File: src/rtl/fft_seq_ctrl.sv
// fft_seq_ctrl: sequences RAM load, FFT run and beat readout per frame.
// Ports: start/abort/clr_err cmds; ld/fft status; out_* readout; status regs.
module fft_seq_ctrl #(
  parameter int NUMSAMPLES = 32,
  parameter int ADDRSIZE   = 8,
  parameter int TIMEOUT    = 1024
) (
  input  logic                clk,
  input  logic                rst_n,
  input  logic                start,
  input  logic                abort,
  input  logic                clr_err,
  input  logic                init_error,
  input  logic                ld_done,
  input  logic                fft_done,
  input  logic                out_ready,
  output logic                ld_data,
  output logic                fft_en,
  output logic                out_valid,
  output logic [ADDRSIZE-1:0] out_addr,
  output logic                busy,
  output logic                done,
  output logic                error,
  output logic [1:0]          err_code,
  output logic [15:0]         frame_cnt
);

  typedef enum logic [2:0] {
    IDLE, LDRAM, RAMRDY, RUNNING, DRAIN, DONE, ERROR
  } state_t;

  localparam logic [ADDRSIZE-1:0] LAST =
    ADDRSIZE'(NUMSAMPLES / 4 - 1);
  localparam logic [15:0] TLAST = 16'(TIMEOUT - 1);

  state_t      state;
  state_t      nxt;
  logic [15:0] tcnt;
  logic [1:0]  ecode;
  logic        tmo;
  logic        last;

  assign tmo  = (tcnt == TLAST);
  assign last = (out_addr == LAST);

  // Abort is tested first in every abortable state.
  always_comb begin
    nxt   = state;
    ecode = 2'b00;
    unique case (state)
      IDLE: if (start) nxt = LDRAM;
      LDRAM: begin
        if (abort) begin
          nxt = IDLE;
        end else if (init_error) begin
          nxt   = ERROR;
          ecode = 2'b01;
        end else if (ld_done) begin
          nxt = RAMRDY;
        end else if (tmo) begin
          nxt   = ERROR;
          ecode = 2'b11;
        end
      end
      RAMRDY: nxt = abort ? IDLE : RUNNING;
      RUNNING: begin
        if (abort) begin
          nxt = IDLE;
        end else if (fft_done) begin
          nxt = DRAIN;
        end else if (tmo) begin
          nxt   = ERROR;
          ecode = 2'b10;
        end
      end
      DRAIN: begin
        if (abort) nxt = IDLE;
        else if (out_ready && last) nxt = DONE;
      end
      DONE:  nxt = IDLE;
      ERROR: if (clr_err) nxt = IDLE;
      default: nxt = IDLE;
    endcase
  end

  // Outputs are decoded from the next state so they line up with it.
  always_ff @(posedge clk or negedge rst_n) begin
    if (!rst_n) begin
      state     <= IDLE;
      ld_data   <= 1'b0;
      fft_en    <= 1'b0;
      out_valid <= 1'b0;
      out_addr  <= '0;
      busy      <= 1'b0;
      done      <= 1'b0;
      error     <= 1'b0;
      err_code  <= 2'b00;
      frame_cnt <= 16'd0;
      tcnt      <= 16'd0;
    end else begin
      state     <= nxt;
      ld_data   <= (nxt == LDRAM);
      fft_en    <= (nxt == RUNNING);
      out_valid <= (nxt == DRAIN);
      busy      <= !(nxt == IDLE || nxt == ERROR);
      done      <= (nxt == DONE);
      error     <= (nxt == ERROR);
      if (nxt != state)
        tcnt <= 16'd0;
      else if (state == LDRAM || state == RUNNING)
        tcnt <= tcnt + 16'd1;
      // Last beat index stays visible through DONE.
      if (nxt != DRAIN && nxt != DONE)
        out_addr <= '0;
      else if (state == DRAIN && nxt == DRAIN && out_ready)
        out_addr <= out_addr + 1'b1;
      if (nxt == ERROR && state != ERROR)
        err_code <= ecode;
      else if (nxt != ERROR)
        err_code <= 2'b00;
      if (nxt == DONE)
        frame_cnt <= frame_cnt + 16'd1;
    end
  end

endmodule

File: config.mk
export PLATFORM = sky130hd
export DESIGN_NAME = fft_seq_ctrl
export DESIGN_NICKNAME = d
export VERILOG_FILES = /design/src/rtl/fft_seq_ctrl.sv
export SDC_FILE = /design/constraint.sdc
export NUM_CORES = 1
export LEC_CHECK = 0
export ABC_CLOCK_PERIOD_IN_PS = 2200
export CAP_MARGIN = 15
export CORE_AREA = 2 2 87 72
export DETAILED_ROUTE_END_ITERATION = 6
export DIE_AREA = 0 0 89 74
export GPL_TIMING_DRIVEN = 0
export PLACE_DENSITY = 0.7
export SYNTH_ARGS = -nofsm -noshare
export SYNTH_HDL_FRONTEND = slang
export SYNTH_SLANG_ARGS = --single-unit
File: constraint.sdc
create_clock -name clk -period 2.2 [get_ports clk]
set_input_delay 0.55 -clock clk [delete_from_list [all_inputs] [get_ports clk]]
set_output_delay 0.55 -clock clk [all_outputs]
set_load 0.02 [all_outputs]
Word-level counts from Yosys, hierarchy flattened
Index checks and enable logic that the tools add are counted.
Word-level totals
  flip-flop bits (word level): 51
  bits of input ports: 9
  output and inout port bits: 32
  word-level logic and storage cells: 70
Operators by class
  add/subtract/negate cells: 3
  eq/ne operators: 17
  muxes and demuxes: 26
  reduce and logical (&&, ||, !) cells: 13
Operators by type and width (count)
  16-bit by 1-bit adder with 16-bit output (second input constant): 2
  16-bit 2-to-1 mux: 2
  3-bit 2-to-1 mux: 10
  2-bit 2-to-1 mux: 10
  3-bit case mux with 6 select lines: 1
  16-bit by 10-bit equality test with 1-bit output (second input constant): 1
  8-bit 2-to-1 mux: 2
  3-bit equality test (second input constant): 5
  3-bit != test (second input constant): 4
  3-bit by 2-bit equality test with 1-bit output (second input constant): 3
  8-bit by 1-bit adder with 8-bit output (second input constant): 1
  8-bit by 3-bit equality test with 1-bit output (second input constant): 1
  3-bit by 1-bit equality test with 1-bit output (second input constant): 2
  3-bit zero test: 2
  2-bit nonzero test: 3
  1-bit logical AND: 5
  2-bit case mux with 2 select lines: 1
  3-bit != test: 1
  1-bit logical OR: 2
  1-bit zero test: 1

Logic depth before layout (Yosys ltp)
  depth in word-level cells: 11
  gate-level depth with buffers: 7
  gate-level depth less buffers: 6

Worst setup path after synthesis
No wires, ideal clock.
  path type: register to register
  start point: register tcnt[10]
  end point: register busy
  library setup time: 0.131 ns
  arrival: 2.052 ns
  required time: 2.069 ns
  setup slack: 0.016 ns
  cell stages (with the launch flop): 6
  buffers on the path: 0
  period minus slack after synthesis: 2.184 ns
  path through: dfrtp_1 > or4b_4 > o41ai_2 > a22oi_4 > nand2_2 > or3b_1
On the way
  longest elaborated chain between the ends: 9
  elaborated cells between the ends (all ways): 12
  classes of those cells: eq/ne: 2; mux: 7; reduce/logical: 3
Ends and longest elaborated chain
  start, declared: RTL line 38  | logic [15:0] tcnt;
  start signal, assigned: RTL line 111  | tcnt <= tcnt + 16'd1;
  16-bit by 10-bit equality test with 1-bit output *: RTL line 43  | assign tmo = (tcnt == TLAST);
  3-bit 2-to-1 mux *: RTL line 60, 71
  3-bit 2-to-1 mux: RTL line 58  | end else if (ld_done) begin
  3-bit 2-to-1 mux: RTL line 55  | end else if (init_error) begin
  3-bit 2-to-1 mux: RTL line 53  | if (abort) begin
  3-bit case mux with 6 select lines *: RTL line 50  | unique case (state)
  3-bit equality test / 3-bit zero test (equally long branches): RTL line 105  | busy <= !(nxt == IDLE || nxt == ERROR);
  1-bit logical OR *: RTL line 105
  1-bit zero test *: RTL line 105
  end signal, assigned: RTL line 105
  end, declared: RTL line 21  | output logic busy,
Mark *: on every way between the ends. The rest lies on a longest branch, timed or not.
A chain may end at the register's enable or synchronous reset.

Final worst setup path
  start point: input port abort
  end point: register tcnt[15]
On the way
  longest elaborated chain between the ends: 4
  elaborated cells between the ends (all ways): 8
  classes of those cells: eq/ne: 1; mux: 6; reduce/logical: 1
Ends and longest elaborated chain
  start, declared: RTL line 11  | input logic abort,
  3-bit 2-to-1 mux, or another cell as far along: RTL line 77  | if (abort) nxt = IDLE;
  3-bit case mux with 6 select lines *: RTL line 50
  3-bit != test *: RTL line 108  | if (nxt != state)
  16-bit 2-to-1 mux / 2-bit nonzero test (equally long branches)
Marks and branches as above.

==> impl_metrics.json <==
{
  "ys_ff_latch": 51,
  "arrival_ns": 2.35,
  "synth_flop_cell": "dfrtp_1",
  "tns_ns": 0,
  "cts_max_level": 2,
  "r2r_slack_ns": 0.10,
  "holdCritPathClass": "in -> async",
  "ys_types": 50,
  "synth_nets": 269,
  "rr_worst_depth": 5,
  "powerDensity_nw_per_um2": 766,
  "min_period_ns": 2.13,
  "reg2reg_from": "tcnt[10]",
  "synthTopCellsByCount": "51 x dfrtp_1, 23 x xnor2_1, 22 x nor3_1, 18 x nor2_1, 17 x nand4_1",
  "cts.sinks": 51,
  "ios": 41,
  "synthTopCellsByArea": "dfrtp_1 48%, xnor2_1 7.6%, xor2_1 4.3%",
  "grt_pass1_vias": 2035,
  "synth_most_common_cell": "dfrtp_1",
  "netlist_area_um2": 2650,
  "synth-edff-count": 0,
  "path_max_fanout": 10,
  "core_um2": 5760,
  "clk_latency_ns": 0.31,
  "rows": 25,
  "drv_cap": 0,
  "holdBufCountCts": 0,
  "firstDrtPassIters": 4,
  "vias_per_cell": 5.42,
  "async_flop_share_pct": 100,
  "yosysTopAreaCell": "dfrtp_1",
  "finalCritPeriodShare_pct": 96.7,
  "max_stage_delay_ns": 0.42,
  "drt_first_iter_violations": 152,
  "numCtsBuffers": 5,
  "maxSlewHeadroom_pct": 54.9,
  "leakage_nw": 1.43,
  "final_antenna_net_count": 0,
  "die_x_um": 89,
  "wl_per_cell_um": 15.0,
  "finalHoldViolCount": 0,
  "die_y_um": 74,
  "avgSynthCellArea_um2": 10.3,
  "ir_drop_mv": 0.289,
  "grt_max_degree": 31,
  "yosysWarnings": 0,
  "clk_pin_slew_ns": 0.09,
  "clock-skew-final_ns": 0.00596,
  "final_max_slew_viol_count": 0,
  "required_ns": 2.42,
  "status": "complete, no violations",
  "drc": 0,
  "crit_family": "buffers and inverters",
  "dp_hpwl_mm": 4.11,
  "path_buf_inv": 3,
  "vias": 2169,
  "nFillCells": 495,
  "synth_top_cell_area_share_pct": 48.2,
  "initial_core_util_pct": 46.0,
  "cts-root-buf": "clkbuf_8",
  "grt_use_total_pct": 19.4,
  "r2r_end": "busy",
  "antenna_found_initial": 0,
  "drt-total-wl_mm": 6.01,
  "cts_tree": "yes",
  "portBuffers": 40,
  "critPathKind": "in -> reg",
  "synthCells": 257,
  "critPathLaunchType": "primary input",
  "end_kind": "flop",
  "syn_to_final_growth_pct": 31.1,
  "antenna_cells": 0,
  "crit_slowest_cell": "clkdlybuf4s50_1",
  "cts_buffer_depth": 2,
  "synth_seq_area_share_pct": 48.2,
  "drive_gt1_share_pct": 16.9,
  "post-route-util_pct": 60.4,
  "place_ws_ns": -0.712,
  "max_freq_ghz": 0.470,
  "grt_pass1_wl_mm": 9.84,
  "worst_pin_slew_ns": 0.668,
  "gp_congestion": 0.799,
  "grt_overflow": 0,
  "die-area_um2": 6590,
  "cp_cell_sequence": "clkdlybuf4s50_1 > clkbuf_4 > nor3b_2 > o21ai_0 > nor2_1 > o22ai_4 > buf_6 > nor3_1",
  "nets": 330,
  "setup_viol_count_final": 0,
  "worst_slack_ns": 0.0736
}
[repair_timing]
action / 4_1_cts / 5_1_grt
buffers inserted: 4 / 10
resized for setup: 12 / 15
pin swaps: 6 / 6
setup endpoints to repair: 30 / 29
cloned: 0 / 0
hold endpoints to repair: 0 / 0
[through the flow]
step	area (µm²)	instances	total power, W	hold slack, ns
2_1_floorplan	2650	257	0.00164	0.254
3_3_place_gp	3150	378	0.00190	0.464
3_5_place_dp	3170	379	0.00191	0.471
4_1_cts	3360	390	0.00259	0.210
5_1_grt	3470	400	0.00280	0.240
6_report	3470	400	0.00266	0.196
[registers in the layout, summed over array words and instances, names as in the netlist]
register,flops
frame_cnt,16
err_code,2
ld_data,1
done,1
tcnt,16
busy,1
error,1
state,3
fft_en,1
out_addr,8
out_valid,1
[report_power, final]
| part | internal [W] | leakage, nW | switching [W] |
|---|---|---|---|
| combinational | 0.000421 | 0.679 | 0.000556 |
| sequential | 0.00101 | 0.699 | 0.0000864 |
| clock | 0.000257 | 0.0474 | 0.000327 |
| total | 0.00169 | 1.43 | 0.000970 |
[cell families (layout without fill, tap and decap cells)]
logic type	Yosys count	count (layout)	synth area share (%)
compound gates	26	26	7.51
xor+xnor	36	36	11.9
fa+ha+maj	3	3	1.42
buf+inv	16	78	2.64
flops	51	51	48.2
mux	5	5	2.08
simple gates	120	120	26.3
[cell type report]
cell class / instances / area [µm²] / share of cell area (%)
Sequential cell: 51 / 1280 / 36.8
Multi-Input combinational cell: 190 / 1390 / 40.0
Tap cell: 81 / 101 / 2.92
Inverter: 6 / 22.5 / 0.648
Timing Repair Buffer: 55 / 523 / 15.1
Clock inverter: 2 / 16.3 / 0.468
Clock buffer: 6 / 82.6 / 2.38
Buffer: 9 / 58.8 / 1.69
[layer usage]
metal / vias up / global-route usage (%) / part of all wire, %
met5: - / 0 / 0
met2: 54 / 29.7 / 45
met1: 1054 / 28.2 / 49
li1: 1050 / - / -
met4: 0 / 7.13 / 1.8
met3: 11 / 3.00 / 3.5
[worst max-delay path by stage]
stage	start	endpoint	cells past startpoint
after floorplan	tcnt[10]	busy	5
after detailed placement	abort	tcnt[15]	8
final	abort	tcnt[15]	8
after global routing	abort	tcnt[12]	8
after CTS	abort	out_addr[1]	7
after global placement	rst_n	frame_cnt[9]	1
[cells in the final DEF (no fill, tap or decap), types with 3 or more instances in the layout]
| cell type | Yosys | final |
|---|---|---|
| clkbuf_8 | 0 | 6 |
| inv_1 | 6 | 6 |
| or3_1 | 5 | 3 |
| nand2_1 | 9 | 9 |
| nor3_1 | 22 | 22 |
| clkdlybuf4s50_1 | 0 | 38 |
| ha_1 | 3 | 3 |
| o21ai_0 | 5 | 5 |
| mux2_2 | 4 | 4 |
| a21oi_1 | 9 | 8 |
| nor2b_1 | 4 | 4 |
| dfrtp_2 | 0 | 3 |
| nand3_1 | 16 | 16 |
| nand4_1 | 17 | 17 |
| buf_4 | 0 | 15 |
| and4_1 | 3 | 3 |
| nor2_1 | 18 | 18 |
| xnor2_1 | 23 | 23 |
| xor2_1 | 13 | 13 |
| dfrtp_1 | 51 | 48 |
| and3_1 | 6 | 6 |
Note: power is estimated with default switching activity, not from simulation.
==> RTL edit 1, RTL diff (same settings) <==
The 7 states of `state_t` get a one-hot encoding in 7 bits.
--- a/src/rtl/fft_seq_ctrl.sv
+++ b/src/rtl/fft_seq_ctrl.sv
@@ -26,6 +26,6 @@
 );
 
-  typedef enum logic [2:0] {
-    IDLE, LDRAM, RAMRDY, RUNNING, DRAIN, DONE, ERROR
+  typedef enum logic [6:0] {
+    IDLE = 7'b0000001, LDRAM = 7'b0000010, RAMRDY = 7'b0000100, RUNNING = 7'b0001000, DRAIN = 7'b0010000, DONE = 7'b0100000, ERROR = 7'b1000000
   } state_t;
 
Check against the original RTL: same outputs for any inputs over 10 cycles, from zero or initial values and one cycle with rst_n low; not proved beyond that.
==> RTL edit 1 against the unedited design <==
  * The flow now finishes with violations (negative setup slack)
  * Critical path depth decreased by 2
  * Highest routed layer unchanged
  * Synthesized area up 17%
  * Maximum frequency fell by 5.9%
  * Critical endpoint is now tcnt[6]$_DFFE_PN0P_
  * Wire length rose by 15%
  * Design area grew 16%
  * Sequential cell count is 4 higher
  * Synthesized cell count increased by 11%
  * Total power shrank 4.2%
  * Clock power increased by 3%
  * Largest power group unchanged
  * Largest cell class unchanged
  * Utilization up 9.9 points
  * Worst setup slack got worse by 0.13 ns
==> RTL edit 1: results (changes against the unedited design) <==
Parameter                              Value

Status
  Run status ... complete, but fails checks
  Failing checks ... negative setup slack

Pwr
  Leak ... 0.00161 uW (+13%)
  Worst ir drop on vdd ... 0.383 mV (+33%)

Worst setup path
  Critical path's largest stage delay ... 0.58 ns (+0.16 ns)
  R2R Path End ... tcnt[6]$_DFFE_PN0P_
  Worst reg-to-reg setup slack ... -0.06 ns (-0.16 ns)
  Standard cell with the maximum stage delay on the critical path ... or4_4
  Crit path kind ... register to register
  Start of the worst register-to-register path ... tcnt[12]$_DFFE_PN0P_
  Arrival time of data at the critical path endpoint ... 2.47 ns (+0.12 ns)

Timing
  Relative slew margins ... 59.5% (+4.6 points)
  Aggregate negative setup slack ... -0.810 ns (-0.810 ns)
  Worst clock skew on the final layout ... 0.00637 ns (+0.000412 ns)
  Final setup violation count ... 16 (+16)
  Least setup slack across all paths after layout ... -0.0603 ns (-0.134 ns)

Cells and area
  Layout fillers ... 456 (-7.9%)
  Final net count ... 361 (+9.4%)
  Share of cells above drive strength 1 ... 25.4% (+8.5 points)

GRT
  Maximum number of pins on one net before global-route repair ... 39 (+26%)

Drt
  Post-detailed-route via-to-cell ratio ... 5.75 (+6.1%)
  Detailed-route wire length on metal 1 ... 3340 um (+12%)
  Count of routing violations after the opening detailed-route iteration ... 98 (-36%)
  Met2 wire length ... 3290 um (+21%)
  Final Routed Wirelength ... 6910 um (+15%)
  Met3 wire length ... 243 um (+15%)

Logic synthesis
  Top cells by instance count after synthesis ... dfrtp_1, xor2_1
  Number of distinct standard cells referenced by the synthesized netlist ... 57 (+14%)
  Sequential fraction of the synthesis area ... 44.6% (-3.6 points)

Place
  Routability congestion estimate ... 0.852 (+6.6%)
  HPWL after detailed placement ... 4560 um (+11%)
RTL edit 1: cell types whose count changed after synthesis, sizes merged, moves of 4 or more:
| cell | unedited run | this run |
|---|---|---|
| xnor2 | 23 | 17 |
| nand4 | 17 | 12 |
| nor3 | 23 | 4 |
| or4 | 1 | 5 |
| buf | 4 | 10 |
| xor2 | 13 | 21 |
| nor4 | 2 | 23 |
| nand3b | 0 | 7 |
| nand2 | 10 | 17 |
RTL edit 1: how the worst min path moves through the flow:
stage / from / slack (ns) / to
4_1_cts: rst_n / 0.18 / out_addr[7]$_DFFE_PN0P_
5_1_grt: rst_n / 0.20 / out_addr[7]$_DFFE_PN0P_
3_5_place_dp: frame_cnt[15]$_DFFE_PN0P_ / 0.47 / frame_cnt[15]$_DFFE_PN0P_
2_1_floorplan: rst_n / 0.25 / busy$_DFF_PN0_
6_report: rst_n / 0.18 / out_addr[7]$_DFFE_PN0P_
3_3_place_gp: err_code[0]$_DFFE_PN0P_ / 0.47 / err_code[0]$_DFFE_PN0P_
RTL edit 1: cell type report:
class / instances / area, um2 / area share [%]
multi-input combinational: 213 / 1810 / 44.6
timing repair buffer: 59 / 549 / 13.6
inverter: 5 / 18.8 / 0.464
buffer: 10 / 93.8 / 2.32
clock buffer: 6 / 82.6 / 2.04
sequential: 55 / 1380 / 34.1
tap: 81 / 101 / 2.50
clock inverter: 2 / 16.3 / 0.402
RTL edit 1: per-layer routing:
metal | vias to the layer above | global-route usage [%]
met2 | 62 | 35.6
met4 | 0 | 4.64
met3 | 5 | 3.11
met1 | 1229 | 32.6
li1 | 1184 | -
met5 | - | 0
RTL edit 1: worst register-to-register path, stage by stage, from the launching register on:
cell	delay, ns
dfrtp_1	0.42
or4_4	0.58
or4_1	0.42
a211o_1	0.27
a21oi_4	0.21
buf_8	0.19
nor4_2	0.06
RTL edit 1: what timing repair did:
action,4_1_cts,5_1_grt
pin swaps,8,8
endpoints found under the hold margin,0,0
gates resized for setup,30,12
setup endpoints to repair,41,28
setup buffers,13,4
cloned,1,0
RTL edit 1: per-stage QoR:
stage               cells  setup slack [ns]  cell area [um2]  util [%]  hold WS (ns)
detailed placement    408            -0.794             3610      62.8         0.465
floorplan             286          0.000848             3100         -         0.254
global route          431            -0.129             4050      70.3         0.195
global placement      407             -1.11             3600      62.5         0.467
CTS                   427           -0.0509             3970      68.9         0.183
finish                431           -0.0603             4050      70.3         0.176
RTL edit 1: power by group:
part | switching, uW | internal, uW
Clock | 344 | 258
Combinational | 502 | 362
Sequential | 27.2 | 1060
Total | 873 | 1680
RTL edit 1: logic make-up after synthesis:
family / Yosys count / synth area share, %
compound gates: 32 / 8.71
xor+xnor: 38 / 10.8
fa+ha+maj: 3 / 1.22
buf+inv: 18 / 3.36
flops: 55 / 44.6
mux: 3 / 1.01
simple gates: 137 / 30.3
==> RTL edit 2, RTL diff (config.mk and constraints unchanged) <==
Without the edit above. Change the parameter `ADDRSIZE` from 8 to 4.
--- a/src/rtl/fft_seq_ctrl.sv
+++ b/src/rtl/fft_seq_ctrl.sv
@@ -3,5 +3,5 @@
 module fft_seq_ctrl #(
   parameter int NUMSAMPLES = 32,
-  parameter int ADDRSIZE   = 8,
+  parameter int ADDRSIZE   = 4,
   parameter int TIMEOUT    = 1024
 ) (
Ports: changed (resized out_addr); port bits go from 41 to 37. No check against the original RTL was run, so the function may have changed too.
==> RTL edit 2 against the unedited design <==
  * Wire length decreased by 17%
  * Hold slack got worse by 0.068 ns
  * Worst setup slack improved by 0.030 ns
  * Design area decreased by 12%
  * Utilization decreased by 7.4 points
  * Largest power group unchanged
  * Total power decreased by 15%
  * Critical path type unchanged
  * Final cell count decreased by 9.0%
  * Synthesized area decreased by 10%
  * Highest routed layer unchanged
  * Maximum frequency increased by 1.4%
  * Sequential cell count decreased by 4
  * Clock power increased by 17%
==> RTL edit 2: results (changes against the unedited design) <==
Parameter                              Value

Status
  Run status ... finished clean

Timing
  Worst clock skew on the final layout ... 0.00807 ns (+0.00212 ns)
  Worst-margin pin slew ... 0.599 ns (-0.0690 ns)
  Final setup violation count ... 0 (unchanged)

Worst setup path
  Critical path's largest stage delay ... 0.70 ns (+0.28 ns)
  Start of the worst register-to-register path ... tcnt[0]$_DFFE_PN0P_
  R2R Path End ... tcnt[14]$_DFFE_PN0P_
  CP Max Fanout ... 10 (unchanged)
  Worst reg-to-reg setup slack ... 0.15 ns (+0.05 ns)
  R2r worst-path depth ... 8 (+3)
  Standard cell with the maximum stage delay on the critical path ... or4b_2

CTS
  Buffer depth of the longest clock path ... 2 (unchanged)
  Maximum level of the CTS H-tree ... 2 (unchanged)
  Number of buffers inserted during clock tree synthesis ... 5 (unchanged)
  Clock Latency Late Sink ... 0.30 ns
  Clock transition at the registers of the reported paths ... 0.09 ns (about the same)
  Clock root buffer ... clkbuf_8

Logic synthesis
  Synth Area in XOR/XNOR ... 11.8% (-0.15 points)
  Async SR Flop Fraction ... 100% (unchanged)
  Post-Synthesis Net Count ... 247 (-8.2%)
  Cells taking the most area after synthesis ... dfrtp_1, xnor2_1, xor2_1
  Number of distinct standard cells referenced by the synthesized netlist ... 47 (-6.0%)
  Sequential fraction of the synthesis area ... 49.3% (+1.2 points)
  Top cells by instance count after synthesis ... dfrtp_1, nand2_1, nor2_1, nor3_1
  Number of warnings printed during yosys synthesis ... 0 (unchanged)
  Mux share of post-synthesis cell area ... 1.31% (-0.77 points)
  Area share of fa/ha/maj cells after synthesis ... 1.57% (+0.16 points)
  Compound-cell area share of the yosys netlist ... 7.71% (+0.21 points)

Cells and area
  Share of cells above drive strength 1 ... 13.1% (-3.9 points)
  Layout fillers ... 522 (+5.5%)
  Antenna cell count ... 0 (unchanged)
  Largest registers ... frame_cnt x16, tcnt x16, out_addr x4
  Final net count ... 294 (-11%)

GRT
  Maximum number of pins on one net before global-route repair ... 36 (+16%)
  First-pass GRT wire length ... 8540 um (-13%)
  Vias in the first global route ... 1862 (-8.5%)
  Initial antenna violation count ... 0 (unchanged)
  All-layer global routing usage ... 16.6% (-2.8 points)

Min path
  Min-delay worst type ... primary input to async pin

Place
  Routability congestion estimate ... 0.815 (+2.1%)
  Instance area at placement ... 0.00286 mm2 (-9.6%)
  Total of buffers placed on input and output ports ... 36 (-10%)
  HPWL after detailed placement ... 3400 um (-17%)
  Minimum setup slack after placement ... -0.740 ns (-0.0280 ns)

Drt
  Post-detailed-route via-to-cell ratio ... 5.07 (-6.5%)
  Count of routing violations after the opening detailed-route iteration ... 111 (-27%)
  DR pass1 iterations ... 6 (+2)
  Detailed-route wire length per cell ... 13.7 um (-9.2%)

Pwr
  Leak ... 0.00130 uW (-8.6%)
  Worst ir drop on vdd ... 0.296 mV (+2.6%)
-- RTL edit 2: changes by cell type after synthesis, sizes merged, moves of 3 or more --
cell	before	now
nand2	10	23
nand4	17	6
xnor2	23	16
a21oi	9	5
dfrtp	51	47
nand3	16	12
nand4b	0	4
or3	5	1
mux2	4	1
nor3	23	20
xor2	13	16
-- RTL edit 2: power by group --
part	internal [uW]	leakage (uW)	total [uW]	switching [uW]
combinational	256	0.000597	612	357
clock	374	0.0000618	684	310
sequential	916	0.000644	968	51.9
-- RTL edit 2: per-layer routing --
metal / up-vias / track usage, % / part of all wire, %
li1: 919 / - / -
met1: 877 / 24.6 / 51
met2: 45 / 24.8 / 44
met3: 5 / 3.77 / 4.6
met4: 0 / 4.31 / 0.58
met5: - / 0 / 0
-- RTL edit 2: cell type report --
cell class / instances / area (um2) / share of cell area (%)
Timing Repair Buffer: 41 / 404 / 13.2
Inverter: 8 / 30.0 / 0.984
Sequential cell: 47 / 1180 / 38.6
Tap cell: 81 / 101 / 3.32
Clock inverter: 2 / 38.8 / 1.27
Multi-Input combinational cell: 173 / 1180 / 38.6
Clock buffer: 6 / 82.6 / 2.71
Buffer: 6 / 38.8 / 1.27
-- RTL edit 2: cell families after synthesis --
| kind of cell | count (synthesis) |
|---|---|
| AO/OA/AOI/OAI | 23 |
| XOR/XNOR | 32 |
| adder cells (fa/ha/maj) | 3 |
| buffers and inverters | 15 |
| flip-flops | 47 |
| multiplexers | 3 |
| AND/OR/NAND/NOR | 112 |
-- RTL edit 2: what timing repair did --
item / CTS / global route
pin swaps: 1 / 1
gates resized for setup: 7 / 7
setup buffers: 2 / 2
hold buffers: 0 / 0
endpoints found under the setup margin: 23 / 17
-- RTL edit 2: how the worst max path moves through the flow --
| stage | startpoint | end | cells after the start | slack (ns) |
|---|---|---|---|---|
| final | abort | tcnt[11]$_DFFE_PN0P_ | 7 | 0.10 |
| after global routing | fft_done | out_addr[2]$_DFFE_PN0P_ | 6 | 0.009 |
| after CTS | tcnt[0]$_DFFE_PN0P_ | tcnt[6]$_DFFE_PN0P_ | 8 | 0.06 |
| after detailed placement | abort | tcnt[5]$_DFFE_PN0P_ | 7 | -0.74 |
| after global placement | rst_n | frame_cnt[11]$_DFFE_PN0P_ | 1 | -0.78 |
| after floorplan | abort | tcnt[10]$_DFFE_PN0P_ | 6 | 0.14 |
-- RTL edit 2: critical path, delay by kind of cell --
| family | cells | cell delay (ns) |
|---|---|---|
| AOI/OAI and AO/OA | 2 | 0.25 |
| buffers and inverters | 2 | 0.54 |
| and+or+nand+nor | 3 | 0.94 |
-- RTL edit 2: through the flow --
stage          hold WS (ns)  cells
6_report              0.127    364
5_1_grt               0.137    364
4_1_cts               0.131    363
3_5_place_dp          0.463    353
3_3_place_gp          0.458    352
2_1_floorplan         0.254    235
